[src/rtl/down_counter_timer.sv]
// Loadable down-counting timer with one-shot / auto-reload modes,
// a registered terminal-count pulse and a sticky done/ack handshake.
module down_counter_timer #(
  parameter int WIDTH = 4
) (
  input  logic             clk,
  input  logic             reset,
  input  logic             load,
  input  logic [WIDTH-1:0] load_data,
  input  logic             start,
  input  logic             auto_reload,
  input  logic             pause,
  input  logic             ack,
  output logic [WIDTH-1:0] count,
  output logic             busy,
  output logic             done,
  output logic             tc
);

  typedef enum logic [1:0] {
    IDLE = 2'd0,
    RUN  = 2'd1,
    DONE = 2'd2
  } state_t;

  localparam logic [WIDTH-1:0] ZERO = '0;
  localparam logic [WIDTH-1:0] ONE  = {{(WIDTH-1){1'b0}}, 1'b1};

  state_t           state;
  logic [WIDTH-1:0] reload_reg;
  logic             at_zero;
  logic             at_one;

  assign at_zero = (count == ZERO);
  assign at_one  = (count == ONE);

  // busy/done decode the state directly so they track it with no lag
  assign busy = (state == RUN);
  assign done = (state == DONE);

  always_ff @(posedge clk or posedge reset) begin
    if (reset) begin
      state      <= IDLE;
      count      <= ZERO;
      reload_reg <= ZERO;
      tc         <= 1'b0;
    end else begin
      tc <= 1'b0;
      if (load) begin
        count      <= load_data;
        reload_reg <= load_data;
      end else begin
        unique case (state)
          IDLE: begin
            if (start) begin
              if (at_zero) begin
                state <= DONE;
                tc    <= 1'b1;
              end else begin
                state <= RUN;
              end
            end
          end
          RUN: begin
            if (!pause) begin
              // a zero count here can only come from a load while running
              if (at_zero) begin
                state <= DONE;
                tc    <= 1'b1;
              end else if (at_one) begin
                tc <= 1'b1;
                if (auto_reload) begin
                  count <= reload_reg;
                end else begin
                  count <= ZERO;
                  state <= DONE;
                end
              end else begin
                count <= count - ONE;
              end
            end
          end
          DONE: begin
            if (ack) state <= IDLE;
          end
          default: state <= IDLE;
        endcase
      end
    end
  end

endmodule

[config.mk]
export PLATFORM = sky130hd
export DESIGN_NAME = down_counter_timer
export DESIGN_NICKNAME = d
export VERILOG_FILES = /design/src/rtl/down_counter_timer.sv
export SDC_FILE = /design/constraint.sdc
export NUM_CORES = 1
export LEC_CHECK = 0
export BUFFER_PORTS_ARGS = -buffer_cell sky130_fd_sc_hd__buf_2
export CORE_MARGIN = 4
export CORE_UTILIZATION = 45
export CTS_CLUSTER_DIAMETER = 30
export DETAILED_ROUTE_END_ITERATION = 8
export PLACE_DENSITY = 0.68
export SYNTH_ARGS = -nofsm -noshare
export SYNTH_HDL_FRONTEND = slang
export SYNTH_SLANG_ARGS = --single-unit
[constraint.sdc]
create_clock -name clk -period 4.35 [get_ports clk]
set_clock_uncertainty 0.15 [all_clocks]
set_input_delay 0.87 -clock clk [delete_from_list [all_inputs] [get_ports clk]]
set_output_delay 0.87 -clock clk [all_outputs]
set_load 0.005 [all_outputs]
==> flow_metrics.env <==
export IMPL_start_kind="flip-flop"
export IMPL_die_h_um=47.0
export IMPL_synth_flop_cell="dfrtp_1"
export IMPL_drive_gt1_share_pct=27.5
export IMPL_slew_headroom_pct=69.3
export IMPL_maxSlewViolCount=0
export IMPL_antenna_cells=0
export IMPL_fmax_ghz=0.480
export IMPL_syn_to_final_growth_pct=17.9
export IMPL_ys_seq_area_share_pct=40.3
export IMPL_syn_inst=72
export IMPL_path_depth=2
export IMPL_end_kind="output pin"
export IMPL_avgSynthCellArea_sq_um=9.49
export IMPL_timing_hold_ws_ns=0.381
export IMPL_hold_viol_final=0
export IMPL_ys_seq_elements=11
export IMPL_netlist_area_sq_um=683
export IMPL_routed_wl_um=1450
export IMPL_drc_errors=0
export IMPL_required_ns=3.33
export IMPL_cts_resized=0
export IMPL_worstHoldPathType="flip-flop to flip-flop"
export IMPL_clockBufferDepth=2
export IMPL_core_area_sq_mm=0.00137
export IMPL_fin_nets=105
export IMPL_vias_per_cell=5.66
export IMPL_period_share_pct=47.9
export IMPL_status="complete, no violations"
export IMPL_critPathMaxFanout=8
export IMPL_rows=13
export IMPL_rr_worst_depth=6
export IMPL_avgRoutedWirePerCell_um=13.7
export IMPL_clockRootBuffer="clkbuf_4"
export IMPL_maxCapViolCount=0
export IMPL_power_total_mw=0.362
export IMPL_synth_edf_count=0
export IMPL_die_w_um=47.0
export IMPL_yosys_warnings=0
export IMPL_synth_distinct_cells=35
export IMPL_critPathArrivalTime_ns=1.06
export IMPL_io_buffers=17
export IMPL_slowest_delay_ns=0.47
export IMPL_io_pins=18
export IMPL_numCtsBuffers=3
export IMPL_synth_most_common_cell="dfrtp_1"
export IMPL_grt_start_max_net_pins=20
export IMPL_worst_pin_slew_ns=0.461
export IMPL_cp_num_buf_inv=1
export IMPL_grt_remaining_overflow=0
export IMPL_drt_pre_antenna_iters=4
export IMPL_synth_area_leaders="dfrtp_1 (40%), o21ai_0 (5.1%), a2111oi_4 (4.0%)"
export IMPL_ir_drop_v=0.000221
export IMPL_gp_congestion=0.733
export IMPL_dpl_hpwl_um=1060
export IMPL_dpl_cell_count=102
export IMPL_power_density_mw_per_mm2=449
export IMPL_syn_nets=85
export IMPL_yosys_area_top_type="dfrtp_1"
export IMPL_antenna_found_initial=0
export IMPL_synth_top_area_share_pct=40.3
export IMPL_postSynth_asyncResetShare_pct=100
export IMPL_fin_cells=106
export IMPL_synth_top_cells_by_count="dfrtp_1 (11), inv_1 (7), o21ai_0 (7)"
export IMPL_htreeDepth=1
export IMPL_grt_pass1_wl_um=2390
export IMPL_leakage_nw=0.395
export IMPL_cts_sinks=11
export IMPL_fillCellCount=129
export IMPL_grt_usage_pct=15.6
export IMPL_via_count=600
export IMPL_postCtsSetupBuffers=0
export IMPL_tns_ns=0
export IMPL_drt_iter0_markers=13
export IMPL_grt_pass1_vias=582
export IMPL_holdPathStages=2
export IMPL_min_period_ns=2.08
export IMPL_crit_chain="and2b_1 -> buf_2"
export IMPL_timing_setup_critical_path_class="flip-flop to output pin"
export IMPL_finalSetupViolCount=0
export IMPL_start_util_pct=50.0
export IMPL_postCtsHoldBufs=0
export IMPL_rsz0062_at_grt="no"
export IMPL_cts_tree="built"
export IMPL_ant_nets=0
export IMPL_clock_latency_ns=0.27
export IMPL_die_area_sq_mm=0.00221
export IMPL_cp_top_family="flip-flops"
export IMPL_cp_slowest_cell="dfrtp_1"
export IMPL_path_clk_slew_ns=0.07
-- worst reg2reg max path, cell delays in order (launching register included) --
cell     delay, ns
dfrtp_1       0.45
inv_1         0.11
ha_1          0.31
xor2_1        0.17
or4_1         0.42
a31oi_1       0.15
a21oi_1       0.06
-- metal layers --
metal / wire length, um / part of all wire (%) / GRT usage, %
met4: 37 / 2.6 / 9.94
met3: 62 / 4.3 / 2.30
met1: 685 / 47 / 19.3
met2: 664 / 46 / 25.2
met5: 0 / 0 / 0
-- metrics by stage --
step / instance area [sq um] / setup WS (ns) / utilization, %
final: 806 / 2.27 / 59.0
after global routing: 806 / 2.20 / 59.0
after CTS: 806 / 2.26 / 59.0
after detailed placement: 779 / 2.04 / 57.1
after global placement: 779 / 2.07 / 57.1
after floorplan: 683 / 2.21 / -
-- layout make-up --
type	instances	area, sq um	share of cell area, %
clock buffers	4	26.3	3.26
flip-flops and latches	11	275	34.2
inverters	7	26.3	3.26
well taps	15	18.8	2.33
multi-input cells	52	374	46.4
repair buffers	17	85.1	10.6
-- kinds of logic after synthesis --
| group | count (synthesis) | synth area share, % |
|---|---|---|
| xor gates and xnor gates | 1 | 1.28 |
| muxes | 1 | 1.47 |
| DFF | 11 | 40.3 |
| AOI/OAI and AO/OA | 25 | 27.3 |
| buffers and inverters | 9 | 4.95 |
| and+or+nand+nor | 23 | 21.1 |
| adders and majority gates | 2 | 3.66 |
-- where the power goes --
part / switching (mW) / internal [mW] / total [mW]
clock: 0.0362 / 0.0356 / 0.0718
combinational: 0.0684 / 0.0671 / 0.136
sequential: 0.0323 / 0.122 / 0.154
total: 0.137 / 0.225 / 0.362
-- cells in the final DEF, fill, tap and decap left out, types with 2 or more instances in the layout --
cell type,instances
a21oi_1,4
buf_2,17
clkbuf_4,3
dfrtp_1,11
ha_1,2
inv_1,7
nand2_1,5
nand2b_1,2
nor2_1,4
nor2b_1,2
o21ai_0,7
o31a_1,2
-- path summary, 6_finish.rpt --
check                                    from       endpoint  slack (ns)
worst max-delay path                 state[0]           done        2.27
worst min-delay path            reload_reg[3]  reload_reg[3]        0.38
worst max register to register       count[0]       count[2]        2.41
worst min register to register  reload_reg[3]  reload_reg[3]        0.38
max in group asynchronous               reset       count[2]        3.29
min in group asynchronous               reset       count[3]        0.44
(Power assumes the default switching activity.)
